==> src/rtl/stream_demux_n.sv <==
// Registered 1-to-N stream demultiplexer with valid/ready flow control.
// Beats are steered by an explicit select or by a round-robin pointer.
module stream_demux_n #(
    parameter int WIDTH  = 8,
    parameter int NUM_CH = 4,
    parameter int SEL_W  = $clog2(NUM_CH)
) (
    input  logic                    clk,
    input  logic                    rst_n,
    input  logic                    i_mode,
    input  logic                    i_in_valid,
    output logic                    o_in_ready,
    input  logic [WIDTH-1:0]        i_in_data,
    input  logic [SEL_W-1:0]        i_in_sel,
    output logic [NUM_CH-1:0]       o_out_valid,
    input  logic [NUM_CH-1:0]       i_out_ready,
    output logic [NUM_CH*WIDTH-1:0] o_out_data,
    output logic [SEL_W-1:0]        o_rr_ptr,
    output logic                    o_sel_err
);

    logic [NUM_CH-1:0] r_valid;
    logic [WIDTH-1:0]  r_data [NUM_CH];
    logic [SEL_W-1:0]  r_rr_ptr;
    logic              r_sel_err;

    logic [SEL_W-1:0]  w_target;
    logic              w_in_range;
    logic [NUM_CH-1:0] w_free;
    logic              w_target_free;
    logic              w_accept;

    assign w_target   = i_mode ? r_rr_ptr : i_in_sel;
    assign w_in_range = ({1'b0, w_target} < (SEL_W+1)'(NUM_CH));
    assign w_free     = ~r_valid | i_out_ready;

    // Out-of-range targets match no channel and so default to ready (discard).
    always_comb begin
        w_target_free = 1'b1;
        for (int c = 0; c < NUM_CH; c++) begin
            if (w_target == SEL_W'(c)) begin
                w_target_free = w_free[c];
            end
        end
    end

    assign o_in_ready = w_target_free;
    assign w_accept   = i_in_valid && w_target_free;

    always_ff @(posedge clk or negedge rst_n) begin
        if (!rst_n) begin
            r_valid <= '0;
            for (int c = 0; c < NUM_CH; c++) begin
                r_data[c] <= '0;
            end
        end else begin
            for (int c = 0; c < NUM_CH; c++) begin
                if (w_accept && w_in_range && (w_target == SEL_W'(c))) begin
                    r_valid[c] <= 1'b1;
                    r_data[c]  <= i_in_data;
                end else if (i_out_ready[c]) begin
                    r_valid[c] <= 1'b0;
                end
            end
        end
    end

    always_ff @(posedge clk or negedge rst_n) begin
        if (!rst_n) begin
            r_rr_ptr  <= '0;
            r_sel_err <= 1'b0;
        end else begin
            if (w_accept && i_mode) begin
                r_rr_ptr <= (r_rr_ptr == SEL_W'(NUM_CH-1)) ? '0 : r_rr_ptr + SEL_W'(1);
            end
            if (w_accept && !w_in_range) begin
                r_sel_err <= 1'b1;
            end
        end
    end

    for (genvar g = 0; g < NUM_CH; g++) begin : g_out
        assign o_out_data[g*WIDTH +: WIDTH] = r_data[g];
    end

    assign o_out_valid = r_valid;
    assign o_rr_ptr    = r_rr_ptr;
    assign o_sel_err   = r_sel_err;

endmodule

==> config.mk <==
export PLATFORM = sky130hd
export DESIGN_NAME = stream_demux_n
export DESIGN_NICKNAME = d
export VERILOG_FILES = /design/src/rtl/stream_demux_n.sv
export SDC_FILE = /design/constraint.sdc
export NUM_CORES = 1
export LEC_CHECK = 0
export CAP_MARGIN = 0
export CELL_PAD_IN_SITES_DETAIL_PLACEMENT = 1
export CELL_PAD_IN_SITES_GLOBAL_PLACEMENT = 1
export CORE_MARGIN = 10
export CORE_UTILIZATION = 32
export DETAILED_ROUTE_END_ITERATION = 8
export GPL_TIMING_DRIVEN = 0
export PLACE_DENSITY = 0.82
export SYNTH_ARGS = -nofsm -noshare
export SYNTH_HDL_FRONTEND = slang
export SYNTH_SLANG_ARGS = --single-unit
==> constraint.sdc <==
create_clock -name clk -period 1.6 [get_ports clk]
set_input_delay 0.32 -clock clk [delete_from_list [all_inputs] [get_ports clk]]
set_output_delay 0.32 -clock clk [all_outputs]
set_load 0.03 [all_outputs]
After elaboration in Yosys (flattened, before gate mapping)
Index checks and enable logic that the tools add are counted.

storage, ports and cells
  output and inout port bits = 40
  RAM bits = 0
  latch bits = 0
  word-level logic and storage cells = 41
  bits in read-only memories = 0
  bits of input ports = 18
  memories kept = 0
  register bits after elaboration = 38

operators by class
  divide/modulo/power cells = 0
  reduce and logical (&&, ||, !) cells = 11
  equality and inequality tests = 4
  $lt $le $gt $ge = 0
  $add $sub $neg = 1
  multipliers = 0
  mux-type cells = 14
  shift-type cells = 0
  bitwise gates (word level) = 2

operators with widths
  cell                 count
  $mux 1               12
  $reduce_bool 2->1    4
  $eq 2x2->1 const B   3
  $logic_and 1x1->1    6
  $mux 2               2
  $not 4->4            1
  $or 4x4->4           1
  $add 2x1->2 const B  1
  $eq 2x1->1 const B   1
  $logic_not 2->1      1

Depth between registers and ports, before layout
Gate-level depths: netlist of run 1.

  depth after elaboration = 9
  mapped depth = 5
  depth with buffers taken out = 4

Worst setup path before layout of run 1
Ideal clock, no wire load.

  path kind = register -> register
  start = register r_rr_ptr[1] (netlist: o_rr_ptr[1])
  end = register r_rr_ptr[1] (netlist: o_rr_ptr[1])
  period minus slack after synthesis = 1.868 ns
  data required time = 1.476 ns
  data arrival time = 1.744 ns
  library setup time = 0.124 ns
  path buffers = 0
  cell stages (with the launch flop) = 5
  path slack = -0.268 ns
  path through = dfrtp_1 > mux2i_1 > mux2i_1 > o211ai_1 > o2bb2ai_1

between the ends
  word-level cells in the longest chain between the ends = 8
  elaborated cells between the ends (all ways) = 14
  those cells by class = add/sub: 1; eq/ne: 4; mux: 6; reduce/logical: 3

ends and longest elaborated chain
  what                    RTL line  source
  start, declared         24        logic [SEL_W-1:0] r_rr_ptr;
  start signal, assigned  74        r_rr_ptr <= (r_rr_ptr == SEL_W'(NUM_CH-1)) ? '0 : r_rr_ptr + SEL_W'(1);
  $mux 2 *                33        assign w_target = i_mode ? r_rr_ptr : i_in_sel;
  $logic_not 2->1         41        if (w_target == SEL_W'(c)) begin
  $mux 1 (3 in a row)     41
  $mux 1 *                41
  net o_in_ready          12        output logic o_in_ready,
  $logic_and 1x1->1 *     48        assign w_accept = i_in_valid && w_target_free;
  $logic_and 1x1->1 *     73        if (w_accept && i_mode) begin

Mark *: on every way through the listed nets, which the timed path passes. The rest lies on a longest branch.
A chain may end at the register's enable or synchronous reset.

Worst setup path after layout of run 1
  start = register r_rr_ptr[1] (netlist: o_rr_ptr[1])
  end = output port o_in_ready

between the ends
  word-level cells in the longest chain between the ends = 6
  elaborated cells between the ends (all ways) = 9
  those cells by class = eq/ne: 3; mux: 5; reduce/logical: 1

ends and longest elaborated chain
  what                 RTL line
  $mux 2 *             33
  $logic_not 2->1      41
  $mux 1 (3 in a row)  41
  $mux 1 *             41
  end, declared        12

Every way passes the cells marked *; elsewhere a longest branch is shown, timed or not.

==> results.rst, run 1 <==
.. list-table::
   :header-rows: 1

   * - Metric
     - Value
   * - Length of the first detailed-routing pass in iterations
     - 3
   * - Clock insertion delay at the later pin of the skew report
     - 0.28 ns
   * - Sequential cell area fraction in the yosys report
     - 56.3%
   * - Worst setup path category
     - flop to output pin
   * - Clock period minus final worst setup slack
     - 1.84 ns
   * - Cell count after synthesis
     - 116
   * - Total Routed Length
     - 5.36 mm
   * - Number of nets with antenna violations after detailed routing
     - 0
   * - Commonest non-fill, non-tap cell in the layout
     - sky130_fd_sc_hd__dlygate4sd2_1
   * - Period Utilization, post-route
     - 115%
   * - Cts hold-fix bufs
     - 0
   * - Yosys synthesis warning count
     - 0
   * - Static leakage
     - 1.21 nW
   * - Max VDD drop
     - 0.000684 V
   * - Mean area per synthesized cell
     - 14.6 um^2
   * - Commonest non-fill, non-tap cells in the layout
     - sky130_fd_sc_hd__dlygate4sd2_1, sky130_fd_sc_hd__dfrtp_1, sky130_fd_sc_hd__mux2_2, sky130_fd_sc_hd__clkdlybuf4s50_1
   * - Sort of element at the end of the critical path
     - output pin
   * - Fraction of layout cells with a size suffix above 1
     - 39.9%
   * - Post-synth EDFFs
     - 0
   * - Area growth, synth to finish
     - 57.5%
   * - Number of antenna violations at the first check in global routing
     - 0
   * - Top Ports
     - 58
   * - Chain of cells forming the critical path
     - mux2i_4, mux2i_2, o211ai_1, buf_4
   * - CTS tree
     - built
   * - Slowest library cell on the worst path
     - sky130_fd_sc_hd__dfrtp_2
   * - Highest attainable clock frequency
     - 543 MHz
   * - Final cell count without fillers
     - 263
   * - Core box area
     - 5110 um^2
   * - Synth Cell Area
     - 1690 um^2
   * - Final-report hold violation count
     - 0
   * - Worst EP arrival
     - 1.52 ns
   * - Vias per cell
     - 4.81
   * - Share of Yosys cell area claimed by the top area cell type
     - 56.3%
   * - Failing checks
     - setup timing
   * - Slew @ Worst Pin
     - 0.829 ns
   * - Bufs on Longest Clock Path
     - 2
   * - Number of max-cap violations
     - 0
   * - Starting density of the core
     - 33.1%
   * - Number of cell rows
     - 26
   * - Vias in the first global route
     - 1,468
   * - Largest net degree at the start of global routing
     - 39
   * - Layout Skew
     - 0.00371 ns
   * - Grt total ovfl
     - 0
   * - Die boundary width
     - 92.7 um
   * - Total instance count after detailed placement
     - 242
   * - Critical path fanouts, max
     - 5
   * - Worst hold-check path type
     - input port to async pin
   * - Ant diodes
     - 0
   * - Total number of vias
     - 1,264
   * - Setup repair after global routing missed its margin
     - yes
   * - Half-perimeter wire length after placement
     - 3.67 mm
   * - Slew HR
     - 44.8%
   * - Data required, critical path
     - 1.28 ns
   * - Final core utilization
     - 52.1%
   * - Final Worst Setup Slack
     - -0.243 ns
   * - Fraction of registers with async set/reset
     - 100%
   * - Cell Pwr Density
     - 2040 nW/um^2
   * - Final weighted congestion in routability-driven placement
     - 0.783
   * - DRC marker count from the first detailed-route iteration
     - 27
   * - Number of buffers added by the clock tree synthesis step
     - 5
   * - Synth Net Count
     - 135
   * - Routed wire length per instance
     - 20.4 um
   * - Count of final setup violators
     - 33
   * - CP peak stage delay
     - 0.45 ns
   * - Synth cell types
     - 25
   * - Top cells by area, synth
     - sky130_fd_sc_hd__dfrtp_1, sky130_fd_sc_hd__mux2_2, sky130_fd_sc_hd__a31oi_4
   * - First-pass GRT wire length
     - 8.46 mm
   * - Crit start category
     - flop
   * - Die Y-Extent
     - 92.7 um
   * - Synth Register Bits
     - 38
   * - Root Buffer
     - sky130_fd_sc_hd__clkbuf_8
   * - Clk sinks
     - 38
   * - Maximum level of the CTS H-tree
     - 2
   * - Cell accounting for the most synthesized area
     - sky130_fd_sc_hd__dfrtp_1
   * - Clock input transition at the sequential cells of the worst setup and hold paths
     - 0.07 ns
   * - Outcome
     - complete, but fails checks
   * - Drt drc
     - 0
   * - Ys flop type
     - sky130_fd_sc_hd__dfrtp_1
   * - Buffers added on ports
     - 56
   * - Total routing resource utilization after global routing
     - 12.6%
   * - Number of nets in the finished design
     - 211
   * - Die area
     - 8590 um^2
   * - Final count of pins violating max slew
     - 0
==> state kept, by name, indices dropped and copies added, names as in the netlist <==
register,flops
o_out_data,32
o_rr_ptr,2
o_out_valid,4
==> power by group <==
group          internal [mW]  total (mW)  leakage, nW  switching (mW)
sequential              1.43        1.72        0.453           0.297
clock                  0.508       0.835       0.0585           0.327
combinational           1.17        2.86        0.701            1.69
total                   3.11        5.42         1.21            2.31
==> critical path: cells and delay by family, from the launching register on <==
kind                   cells  cell delay (ns)
DFF                        1             0.45
muxes                      2             0.44
buffers and inverters      1             0.20
AOI/OAI and AO/OA          1             0.15
==> final cells by class <==
cell class | count | area (um^2)
tap | 70 | 87.6
sequential | 38 | 953
timing repair buffer | 69 | 652
multi-input combinational | 72 | 820
clock buffer | 7 | 86.3
fill | 543 | 2440
clock inverter | 1 | 30.0
inverter | 4 | 15.0
buffer | 2 | 18.8
==> repair_timing <==
| item | CTS | global route |
|---|---|---|
| gates resized for setup | 57 | 8 |
| endpoints found under the setup margin | 73 | 35 |
| pin swaps | 7 | 1 |
| setup buffers | 16 | 1 |
==> cells by family (layout without fill, tap and decap cells) <==
kind of cell               after synthesis  in the layout  synth area share [%]
and+or+nand+nor                         22             22                  7.85
AOI/OAI and AO/OA                       14             14                  10.4
adders and majority gates                1              1                 0.740
muxes                                   34             34                  22.5
DFF                                     38             38                  56.3
other                                    1              1                 0.222
buffers and inverters                    6             83                  2.00
==> synthesized netlist by cell type (2+ instances only) <==
cell type and instances:
sky130_fd_sc_hd__a31oi_4 3, sky130_fd_sc_hd__and3_1 2, sky130_fd_sc_hd__and3b_1 3, sky130_fd_sc_hd__dfrtp_1 38, sky130_fd_sc_hd__inv_1 4, sky130_fd_sc_hd__mux2_2 32, sky130_fd_sc_hd__mux2i_1 2, sky130_fd_sc_hd__nand2_1 7
sky130_fd_sc_hd__nand2b_1 5, sky130_fd_sc_hd__o21ai_0 3, sky130_fd_sc_hd__o21ai_4 2, sky130_fd_sc_hd__o2bb2ai_1 2
==> path summary, 6_finish.rpt <==
kind,cells after the start,startpoint,endpoint,slack (ns)
max in group asynchronous,1,rst_n,o_rr_ptr[1],0.89
min in group clk,1,o_out_data[5],o_out_data[5],0.50
max reg2reg,6,o_rr_ptr[1],o_out_data[27],-0.21
min reg2reg,1,o_out_data[5],o_out_data[5],0.50
min,1,rst_n,o_out_data[1],0.13
max,4,o_rr_ptr[1],o_in_ready,-0.24
==> routing by layer <==
layer	vias to the layer above	part of all wire, %	GRT usage, %
met5	-	0	0
met4	0	0.63	3.08
met3	2	8.1	5.49
met2	48	50	21.9
met1	648	41	13.7
li1	566	-	-
==> stage by stage <==
stage	TNS [ns]	setup WS, ns	cell area [um^2]	hold WS, ns	total power, mW
2_1_floorplan	-2.29	-0.148	1740	0.0244	3.40
3_3_place_gp	-46.32	-1.06	2390	0.495	4.61
3_5_place_dp	-27.10	-1.10	2380	0.472	4.72
4_1_cts	-4.41	-0.241	2640	0.157	5.42
5_1_grt	-7.31	-0.305	2660	0.200	5.72
6_report	-5.72	-0.243	2660	0.135	5.42
Power figures use the tool's default switching activity.
==> run 2, diff against run 1 <==
- CORE_MARGIN: 10 -> 4
- MAX_ROUTING_LAYER: default -> met4
==> run 2 against run 1 <==
The flow still finishes with violations (setup timing); highest routed layer unchanged; core utilization grew 1.1 points; non-clock buffer count rose by 1; clock power is 20% higher; global-route usage is 3.2 points higher; die area fell by 24%; largest power group unchanged; register-to-register slack better by 0.03 ns; routed wire length is 8.5% lower; sequential power hardly changed; final area grew 2.0%; power is 4.6% higher; maximum frequency decreased by 1.5%.
==> results.rst, run 2 (synthesized netlist as in run 1, its figures left out) <==
.. list-table::
   :header-rows: 1

   * - Metric
     - Value
   * - Total routing resource utilization after global routing
     - 15.7% (+3.2 points)
   * - Fraction of layout cells with a size suffix above 1
     - 38.1% (-1.8 points)
   * - Highest attainable clock frequency
     - 535 MHz (-1.5%)
   * - Final Worst Setup Slack
     - -0.270 ns (-0.0275 ns)
   * - Starting density of the core
     - 33.1% (unchanged)
   * - Clock insertion delay at the later pin of the skew report
     - 0.29 ns (about the same)
   * - Largest register FFs
     - 32 (unchanged)
   * - Number of cell rows
     - 26 (unchanged)
   * - Crit start category
     - flop
   * - Crit-path leading delay family
     - flip-flops
   * - Final cell count without fillers
     - 264 (+0.38%)
   * - CP peak stage delay
     - 0.46 ns (about the same)
   * - Placement Setup Slack
     - -1.11 ns (-0.0130 ns)
   * - Slowest library cell on the worst path
     - sky130_fd_sc_hd__dfrtp_2
   * - Area after detailed placement
     - 2380 um^2 (unchanged)
   * - Total Routed Length
     - 4.90 mm (-8.5%)
   * - Total power of the final layout
     - 5.67 mW (+4.6%)
   * - Drt drc
     - 0 (unchanged)
   * - Half-perimeter wire length after placement
     - 3.34 mm (-9.0%)
   * - Final core utilization
     - 53.2% (+1.1 points)
   * - Vias per cell
     - 4.76 (-1.0%)
   * - Period Utilization, post-route
     - 117% (+1.7 points)
   * - Number of nets with antenna violations after detailed routing
     - 0 (unchanged)
   * - Total instance count after detailed placement
     - 242 (unchanged)
   * - Failing checks
     - setup timing
   * - Core box area
     - 5110 um^2 (unchanged)
   * - Number of buffers added by the clock tree synthesis step
     - 5 (unchanged)
   * - Post-Layout Inst Area
     - 2720 um^2 (+2.0%)
   * - Critical path fanouts, max
     - 5 (unchanged)
   * - Final weighted congestion in routability-driven placement
     - 0.789 (+0.83%)
   * - Die boundary width
     - 80.7 um (-13%)
   * - Ant diodes
     - 0 (unchanged)
   * - Buffers added on ports
     - 56 (unchanged)
   * - Root Buffer
     - sky130_fd_sc_hd__clkbuf_8
   * - Clock input transition at the sequential cells of the worst setup and hold paths
     - 0.08 ns (about the same)
   * - Buffer and inverter count on the worst path
     - 1 (unchanged)
   * - Setup repair after global routing missed its margin
     - yes
   * - Startpoint of the lowest-slack register-to-register path
     - o_rr_ptr[1]
   * - Slew HR
     - 44.6% (-0.12 points)
   * - Cell Pwr Density
     - 2090 nW/um^2 (+2.5%)
   * - Length of the first detailed-routing pass in iterations
     - 4 (+1)
   * - Slew @ Worst Pin
     - 0.831 ns (+0.00177 ns)
   * - Worst r2r path cells
     - 6 (unchanged)
   * - Clock period minus final worst setup slack
     - 1.87 ns (+0.0275 ns)
   * - Number of antenna violations at the first check in global routing
     - 0 (unchanged)
   * - Vias in the first global route
     - 1,444 (-1.6%)
   * - Slack of the worst reg-to-reg path
     - -0.18 ns (+0.03 ns)
   * - Maximum level of the CTS H-tree
     - 2 (unchanged)
   * - Number of max-cap violations
     - 0 (unchanged)
   * - Grt total ovfl
     - 0 (unchanged)
   * - Max VDD drop
     - 0.000671 V (-1.8%)
   * - Static leakage
     - 1.26 nW (+4.3%)
   * - Commonest non-fill, non-tap cell in the layout
     - sky130_fd_sc_hd__dlygate4sd2_1
   * - Die Y-Extent
     - 80.7 um (-13%)
   * - Fin Hold WS
     - 0.131 ns (-0.00390 ns)
   * - CTS tree
     - built
   * - Commonest non-fill, non-tap cells in the layout
     - sky130_fd_sc_hd__dlygate4sd2_1, sky130_fd_sc_hd__dfrtp_1, sky130_fd_sc_hd__mux2_4, sky130_fd_sc_hd__clkdlybuf4s50_1, sky130_fd_sc_hd__buf_4
   * - Data required, critical path
     - 1.28 ns (about the same)
   * - First-pass GRT wire length
     - 7.45 mm (-12%)
   * - Area growth, synth to finish
     - 60.7%
   * - Worst EP arrival
     - 1.55 ns (+0.03 ns)
   * - Worst reg2reg endpoint
     - o_out_data[8]
   * - Count of final setup violators
     - 33 (unchanged)
   * - Clk sinks
     - 38 (unchanged)
   * - Final-report hold violation count
     - 0 (unchanged)
   * - Top Ports
     - 58 (unchanged)
   * - Routed wire length per instance
     - 18.6 um (-8.8%)
   * - Outcome
     - complete, but fails checks
   * - DRC marker count from the first detailed-route iteration
     - 27 (unchanged)
   * - Filler cells
     - 540 (-0.55%)
   * - Worst hold-check path type
     - input port to async pin
   * - Cts hold-fix bufs
     - 0 (unchanged)
   * - Largest net degree at the start of global routing
     - 39 (unchanged)
   * - Chain of cells forming the critical path
     - mux2i_4, mux2i_2, o211ai_1, buf_4
   * - Sort of element at the end of the critical path
     - output pin
   * - Layout Skew
     - 0.00517 ns (+0.00146 ns)
   * - Worst setup path category
     - flop to output pin
   * - Post-route setup TNS
     - -5.37 ns (+0.350 ns)
   * - Total number of vias
     - 1,256 (-0.63%)
   * - Bufs on Longest Clock Path
     - 2 (unchanged)
   * - Number of nets in the finished design
     - 212 (+0.47%)
   * - Final count of pins violating max slew
     - 0 (unchanged)
   * - Die area
     - 6510 um^2 (-24%)
[run 2: repair_timing]
action | in CTS | in global routing
setup buffers | 11 | 4
endpoints found under the setup margin | 73 | 33
gates resized for setup | 51 | 23
pin swaps | 8 | 3
[run 2: how the worst max path moves through the flow]
stage,start,endpoint,cells past startpoint
after global routing,o_rr_ptr[1],o_in_ready,4
after detailed placement,i_mode,o_in_ready,6
after global placement,i_mode,o_in_ready,5
after floorplan,o_rr_ptr[1],o_rr_ptr[1],4
final,o_rr_ptr[1],o_in_ready,4
after CTS,o_rr_ptr[1],o_in_ready,4
[run 2: power breakdown]
part / total (mW) / internal (mW) / switching, mW
Sequential: 1.72 / 1.43 / 0.298
Clock: 1.00 / 0.665 / 0.338
Combinational: 2.94 / 1.28 / 1.66
[run 2: final cells by class]
| class | instances | area, um^2 | share of cell area (%) |
|---|---|---|---|
| sequential | 38 | 953 | 35.1 |
| timing repair buffer | 70 | 666 | 24.5 |
| multi-input combinational | 72 | 833 | 30.7 |
| tap | 70 | 87.6 | 3.22 |
| inverter | 4 | 15.0 | 0.553 |
| clock inverter | 2 | 60.1 | 2.21 |
| buffer | 2 | 18.8 | 0.691 |
| clock buffer | 6 | 82.6 | 3.04 |
[run 2: per-layer routing]
layer	vias up	wire, um	track usage (%)
met3	4	265	4.48
met2	46	2630	29.6
li1	569	-	-
met5	-	0	-
met4	0	30	3.38
met1	637	1970	16.2
[run 2: worst reg2reg max path, cell delays in order, from the launching register on]
cell	delay, ns
sky130_fd_sc_hd__dfrtp_2	0.46
sky130_fd_sc_hd__and3_2	0.26
sky130_fd_sc_hd__o21ai_4	0.17
sky130_fd_sc_hd__buf_4	0.20
sky130_fd_sc_hd__a31oi_4	0.12
sky130_fd_sc_hd__buf_12	0.17
sky130_fd_sc_hd__mux2_4	0.30
